$ cat src/rtl/any1_issue_ctrl.sv
// Issue controller: parks scheduler selections in per-class slots, hands them to the
// execution units over valid/ready, and sequences the non-pipelined MDV unit.
//
// MDV FSM states
//   state      | meaning
//   MDV_IDLE   | no MDV op outstanding; class-3 selections may be accepted
//   MDV_ISSUE  | op presented to the unit for exactly one cycle (no ready)
//   MDV_BUSY   | unit working, waiting for mdv_done_i
//   MDV_SQUASH | op was flushed; result discarded when mdv_done_i arrives
module any1_issue_ctrl #(
  parameter  int ROB_ENTRIES = 64,
  localparam int ID_W        = $clog2(ROB_ENTRIES)
) (
  input  logic            clk,
  input  logic            rst,
  input  logic [ID_W:0]   sel_i,
  input  logic [1:0]      sel_cls_i,
  input  logic            flush_i,
  input  logic            alu_rdy_i,
  input  logic            mem_rdy_i,
  input  logic            fc_rdy_i,
  input  logic            mdv_done_i,
  output logic            alu_v_o,
  output logic            mem_v_o,
  output logic            fc_v_o,
  output logic            mdv_v_o,
  output logic [ID_W-1:0] alu_id_o,
  output logic [ID_W-1:0] mem_id_o,
  output logic [ID_W-1:0] fc_id_o,
  output logic [ID_W-1:0] mdv_id_o,
  output logic            acc_o,
  output logic            out_v_o,
  output logic [ID_W-1:0] out_id_o,
  output logic            mdv_squash_o,
  output logic [3:0]      busy_o
);

  typedef enum logic [1:0] {
    MDV_IDLE   = 2'd0,
    MDV_ISSUE  = 2'd1,
    MDV_BUSY   = 2'd2,
    MDV_SQUASH = 2'd3
  } mdv_state_t;

  localparam logic [1:0] CLS_MDV = 2'd3;

  mdv_state_t        mdv_state;
  mdv_state_t        mdv_next;
  logic [ID_W-1:0]   mdv_id;
  logic              mdv_squash;

  logic [2:0]        slot_full;
  logic [ID_W-1:0]   slot_id [3];
  logic [2:0]        unit_rdy;

  logic [ID_W-1:0]   sel_id;
  logic              sel_vld;
  logic              dup;
  logic              room;
  logic              acc;
  logic              mdv_acc;

  assign unit_rdy = {fc_rdy_i, mem_rdy_i, alu_rdy_i};

  // A selection matching any in-flight ID is dropped so it is never issued twice;
  // a draining slot still counts as in flight this cycle.
  always_comb begin
    sel_id  = sel_i[ID_W-1:0];
    sel_vld = !sel_i[ID_W];
    dup     = 1'b0;
    for (int i = 0; i < 3; i++) begin
      if (slot_full[i] && (slot_id[i] == sel_id)) dup = 1'b1;
    end
    if ((mdv_state != MDV_IDLE) && (mdv_id == sel_id)) dup = 1'b1;
    case (sel_cls_i)
      2'd0:    room = !slot_full[0] || unit_rdy[0];
      2'd1:    room = !slot_full[1] || unit_rdy[1];
      2'd2:    room = !slot_full[2] || unit_rdy[2];
      default: room = (mdv_state == MDV_IDLE);
    endcase
    acc     = !rst && sel_vld && !flush_i && !dup && room;
    mdv_acc = acc && (sel_cls_i == CLS_MDV);
  end

  always_ff @(posedge clk) begin
    for (int i = 0; i < 3; i++) begin
      if (rst) begin
        slot_full[i] <= 1'b0;
        slot_id[i]   <= '0;
      end else if (flush_i) begin
        slot_full[i] <= 1'b0;
      end else if (acc && (sel_cls_i == 2'(i))) begin
        slot_full[i] <= 1'b1;
        slot_id[i]   <= sel_id;
      end else if (slot_full[i] && unit_rdy[i]) begin
        slot_full[i] <= 1'b0;
      end
    end
  end

  always_ff @(posedge clk) begin
    if (rst) begin
      out_v_o  <= 1'b0;
      out_id_o <= '0;
    end else begin
      out_v_o <= acc;
      if (acc) out_id_o <= sel_id;
    end
  end

  always_ff @(posedge clk) begin
    if (rst) begin
      mdv_state <= MDV_IDLE;
      mdv_id    <= '0;
    end else begin
      mdv_state <= mdv_next;
      if (mdv_acc) mdv_id <= sel_id;
    end
  end

  // Done during ISSUE cannot happen (minimum occupancy), so ISSUE ignores it.
  always_comb begin
    mdv_next   = mdv_state;
    mdv_squash = 1'b0;
    case (mdv_state)
      MDV_IDLE: begin
        if (mdv_acc) mdv_next = MDV_ISSUE;
      end
      MDV_ISSUE: begin
        mdv_next = flush_i ? MDV_SQUASH : MDV_BUSY;
      end
      MDV_BUSY: begin
        if (mdv_done_i) begin
          mdv_next   = MDV_IDLE;
          mdv_squash = flush_i;
        end else if (flush_i) begin
          mdv_next = MDV_SQUASH;
        end
      end
      MDV_SQUASH: begin
        mdv_squash = 1'b1;
        if (mdv_done_i) mdv_next = MDV_IDLE;
      end
      default: mdv_next = MDV_IDLE;
    endcase
  end

  assign acc_o        = acc;
  assign mdv_squash_o = mdv_squash && !rst;

  assign alu_v_o  = slot_full[0];
  assign mem_v_o  = slot_full[1];
  assign fc_v_o   = slot_full[2];
  assign mdv_v_o  = (mdv_state == MDV_ISSUE);
  assign alu_id_o = slot_id[0];
  assign mem_id_o = slot_id[1];
  assign fc_id_o  = slot_id[2];
  assign mdv_id_o = mdv_id;
  assign busy_o   = {(mdv_state != MDV_IDLE), slot_full};

endmodule
$ cat config.mk
export PLATFORM = sky130hd
export DESIGN_NAME = any1_issue_ctrl
export DESIGN_NICKNAME = d
export VERILOG_FILES = /design/src/rtl/any1_issue_ctrl.sv
export SDC_FILE = /design/constraint.sdc
export NUM_CORES = 1
export LEC_CHECK = 0
export ABC_CLOCK_PERIOD_IN_PS = 2600
export BUFFER_PORTS_ARGS = -buffer_cell sky130_fd_sc_hd__buf_2
export CORE_ASPECT_RATIO = 1.2
export CORE_UTILIZATION = 41
export CTS_CLUSTER_DIAMETER = 40
export DETAILED_ROUTE_END_ITERATION = 12
export PLACE_DENSITY_LB_ADDON = 0.12
export SYNTH_ARGS = -nofsm -noshare
export SYNTH_HDL_FRONTEND = slang
export SYNTH_SLANG_ARGS = --single-unit
export TNS_END_PERCENT = 10
$ cat constraint.sdc
create_clock -name clk -period 2.6 [get_ports clk]
set_input_delay 0.39 -clock clk [delete_from_list [all_inputs] [get_ports clk]]
set_output_delay 0.39 -clock clk [all_outputs]
set_load 0.02 [all_outputs]
Word-level counts from Yosys, hierarchy flattened:

Memories as Yosys holds them, arrays and structs flattened.
Cells that the tools add are included.

* output and inout bits: 41
* logic and storage cells: 94
* memories kept: 1
* flip-flop bits (word level): 18
* bits in writable memories: 18

Memory list
* slot_id: depth 3, bits a word 6, read ports 3, clocked after Yosys merged registers in 0, wr ports 3, RTL line 53 `logic [ID_W-1:0] slot_id [3];`

* multiplexer cells: 36
* bitwise operators: 3
* reduce and logical (&&, ||, !) cells: 34
* equality and inequality tests: 13

Operators with widths (number)
* 2-to-1 mux 1 bit: 26
* == test 6 bit: 4
* 2-to-1 mux 6 bit: 3
* logical AND 1 bit: 16
* == test 2 bit (second input constant): 4
* 2-to-1 mux 2 bit: 4
* case mux 2 bit (4 select lines): 1
* nonzero test 2 bit: 4
* logical NOT 1 bit: 7
* == test 2 x 1 -> 1 bit (second input constant): 2
* logical NOT 2 bit: 2
* != test 2 bit (second input constant): 2
* logical OR 1 bit: 3
* != test 3 bit (second input constant): 1
* bitwise OR 1 bit: 3
* case mux 1 bit (3 select lines): 1
* AND reduction 3 bit: 1
* case mux 1 bit (2 select lines): 1
* OR reduction 2 bit: 1

Logic depth before layout (Yosys ltp):

* depth in word-level cells: 15
* mapped depth: 7
* mapped depth without buffers: 5

Worst setup path before layout:

No wires, ideal clock.

* path kind: input to register
* from: input port sel_i[0]
* to: memory slot_id[0][0] (netlist bit) (enable)
* library setup time: 360 ps
* arrival time: 1733 ps
* data required time: 2240 ps
* cell stages on the path: 7
* buffers on the path: 2
* path slack: 507 ps
* cells stage by stage: buf_4 -> xnor2_1 -> nand4_1 -> a2bb2oi_2 -> o2111ai_4 -> buf_4 -> o21bai_1

RTL lines
* start, declared: RTL line 16 `input logic [ID_W:0] sel_i,`
* end, declared: RTL line 53

Worst setup path after layout:

* from: register mdv_id[3] (netlist: mdv_id_o[3])
* to: output port acc_o

* cells in the longest elaborated chain, start to end: 6

RTL lines
* start, declared: RTL line 49 `logic [ID_W-1:0] mdv_id;`
* start signal, assigned: RTL line 117 `if (mdv_acc) mdv_id <= sel_id;`
* == test 6 bit: RTL line 74 `if ((mdv_state != MDV_IDLE) && (mdv_id == sel_id)) dup = 1'b1;`
* logical AND 1 bit: RTL line 74
* 2-to-1 mux 1 bit: RTL line 74
* logical NOT 1 bit: RTL line 81 `acc = !rst && sel_vld && !flush_i && !dup && room;`
* logical AND 1 bit (2 in a row): RTL line 81
* end, declared: RTL line 31 `output logic acc_o,`

Every way passes these cells.

==> impl_metrics.py <==
metrics = {
    "clock_network": {
        "cts_resized": 0,
        "hold_buffers": 0,
        "post_cts_buffers": 0,
        "clock_tree.root_cell": "clkbuf_8",
        "htreeDepth": 2,
        "clkSinkCount": 36,
        "cts_buffer_depth": 2,
        "numCtsBuffers": 5,
        "cts_tree": "yes",
        "clkSlewWorstSetupHoldPaths_ns": 0.08,
        "clock_latency_ns": 0.30,
    },
    "routing": {
        "drc_errors": 0,
        "wl_um": 4590,
        "drtAntennaViolNets": 0,
        "dr.pass1.iters": 4,
        "drt_first_iter_violations": 77,
        "via_per_inst": 5.14,
        "wl_per_cell_um": 16.3,
        "vias": 1450,
    },
    "sta": {
        "fin_skew_ns": 0.00819,
        "relSlewSlack_pct": 64.2,
        "setup_violations": 0,
        "rsz0062_at_grt": "false",
        "finalHoldViolCount": 0,
        "maxSlewViolCount": 0,
        "fmax_mhz": 429,
        "worst_slew_pin_slew_ns": 0.537,
        "fin_crit_sh_pct": 89.7,
        "setup_ws_ns": 0.267,
        "period_needed_ns": 2.33,
        "fin_tns_setup_ns": 0,
    },
    "placed_design": {
        "place.gp.congestion": 0.850,
        "hpwlAfterDp_um": 3460,
        "port_buffers": 56,
        "place_area_um2": 2140,
        "pre_cts_slack_ns": 0.275,
    },
    "global_routing": {
        "grt_pass1_wl_um": 7250,
        "grt_use_total_pct": 20.1,
        "grt-ovfl-total": 0,
        "grt_max_degree": 28,
        "grt_pass1_vias": 1383,
        "antenna_found_initial": 0,
    },
    "yosys": {
        "synth_cells": 177,
        "synth.yosys.seq_area_share_pct": 47.9,
        "yosys-top-cells-area": "edfxtp_1 (29%), dfxtp_1 (19%), xnor2_1 (10%), nand2b_1 (7.3%), mux2i_1 (6.4%)",
        "ys_ff_latch": 36,
        "synth_top_area_share_pct": 28.7,
        "yosys_warnings": 0,
        "syn-num-nets": 193,
        "syn_area_um2": 1880,
        "synth.avg_cell_area_um2": 10.6,
        "synth.distinct_cells": 33,
        "synth_top_area_cell": "edfxtp_1",
    },
    "worst_setup_path": {
        "required_ns": 2.21,
        "critical_path_class": "register to primary output",
        "crit_slowest_cell": "o2111ai_4",
        "crit_chain": "xnor2_1, nand4_1, o31a_1, o2111ai_4, inv_1, buf_2",
        "cp_data_arrival_time_ns": 1.94,
        "cp-end-kind": "primary output",
        "critPathMaxFanout": 18,
        "slowest_delay_ns": 0.46,
        "start_kind": "register",
    },
    "floorplanning": {
        "io_pins": 57,
        "placementRows": 26,
        "die_w_um": 63.8,
        "design.die.area_um2": 4860,
        "initial_utilization_pct": 43.5,
        "core_region_area_um2": 4330,
        "fp.dieH_um": 76.2,
    },
    "pwr": {
        "p_per_area_nw_per_um2": 621,
        "ir_worst_vdd_mv": 0.343,
        "leakage_nw": 1.01,
    },
    "final_layout": {
        "final.fill_count": 415,
        "area_growth_pct": 21.6,
        "antenna_cells": 0,
        "postLayoutCellArea_um2": 2290,
        "nets": 241,
        "drive_gt1_share_pct": 31.4,
    },
    "flow_run": {
        "max-cap-violations": 0,
    },
    "run_status": {
        "status": "complete, no violations",
    },
    "hold_path": {
        "min_path_type": "primary input to register",
    },
}
## power breakdown
| part | switching, mW | leakage [nW] | internal, mW |
|---|---|---|---|
| registers | 0.0156 | 0.334 | 0.614 |
| clock network | 0.210 | 0.0747 | 0.402 |
| logic | 0.110 | 0.603 | 0.0678 |
## critical path: cells and delay by family (launching register included)
kind	cells	cell delay, ns
flops	1	0.34
xor+xnor	1	0.19
simple gates	1	0.11
compound gates	2	0.74
buf+inv	2	0.24
## routing by layer
layer	vias up	GRT usage (%)	routed length, um
met2	50	33.2	2240
li1	700	-	-
met4	0	8.18	78
met1	694	25.5	2030
met3	6	3.44	242
met5	-	0	0
## flip-flops by register name (all words and copies together) (netlist names)
| signal | count |
|---|---|
| mdv_state | 2 |
| out_id_o | 6 |
| slot_id | 18 |
| slot_full | 3 |
| out_v_o | 1 |
| mdv_id_o | 6 |
## through the flow
step	hold slack [ns]	power (mW)	instances	utilization, %
2_1_floorplan	0.494	0.770	177	-
3_3_place_gp	0.456	0.817	274	49.4
3_5_place_dp	0.472	0.820	274	49.4
4_1_cts	0.308	1.42	282	52.8
5_1_grt	0.314	1.47	282	52.8
6_report	0.316	1.42	282	52.8
## layout make-up
cell class                 count  area, um^2  area share (%)
sequential                    36         901            39.4
multi-input combinational    114         830            36.3
timing repair buffer          59         303            13.2
clock buffer                   7         119            5.20
tap                           56        70.1            3.07
inverter                       9        33.8            1.48
clock inverter                 1        30.0            1.31
## placed cells by master (no fill, tap or decap), drive strengths merged
master   instances
a22oi            1
nor3            19
nand4            6
o21ai            2
edfxtp          18
clkbuf           7
a2bb2oi          1
bufinv           1
nor2             5
a211oi           1
o22a             1
a221oi           1
nand2b          22
dfxtp           18
nor2b            1
or3              2
mux2i           12
xnor2           22
o31a             1
nand2            2
o2111ai          1
xor2             2
inv              9
nand3            3
nor3b            1
buf             59
a21oi            2
o21bai           4
o32ai            2
## worst paths after layout
path | startpoint | end | slack [ns] | cells after the start
worst max-delay path | mdv_id_o[3] | acc_o | 0.27 | 6
worst min register to register | out_id_o[5] | out_id_o[5] | 0.48 | 2
worst max register to register | slot_id[0][5] | slot_id[1][5] | 0.43 | 5
worst min-delay path | mdv_done_i | mdv_state[1] | 0.32 | 2
## cell families (layout without fill, tap and decap cells)
group | Yosys count | count (layout) | share of synthesized area (%)
AND/OR/NAND/NOR | 61 | 61 | 18.6
flip-flops | 36 | 36 | 47.9
buffers and inverters | 27 | 76 | 7.98
XOR/XNOR | 24 | 24 | 11.2
AO/OA/AOI/OAI | 17 | 17 | 7.98
multiplexers | 12 | 12 | 6.39
## Yosys cell counts
cell type and number:
nor3_2 1, nand3_1 3, nand4_1 5, buf_6 1, nor3_1 18, dfxtp_1 18, a2bb2oi_2 1, o21ai_0 1
nand2b_1 22, o31a_1 1, xnor2_1 22, nor3b_1 1, o21bai_1 4, or3_1 2, inv_1 9, clkbuf_1 4
mux2i_1 12, a21oi_1 2, nor2_1 5, buf_4 11, nand4_2 1, nor2b_1 1, nand2_1 2, o32ai_1 2
buf_1 2, a22oi_1 1, o21ai_1 1, o22a_1 1, edfxtp_1 18, xor2_1 2, a221oi_1 1, o2111ai_4 1
a211oi_1 1
No activity file was read; power rests on OpenSTA's default activity.
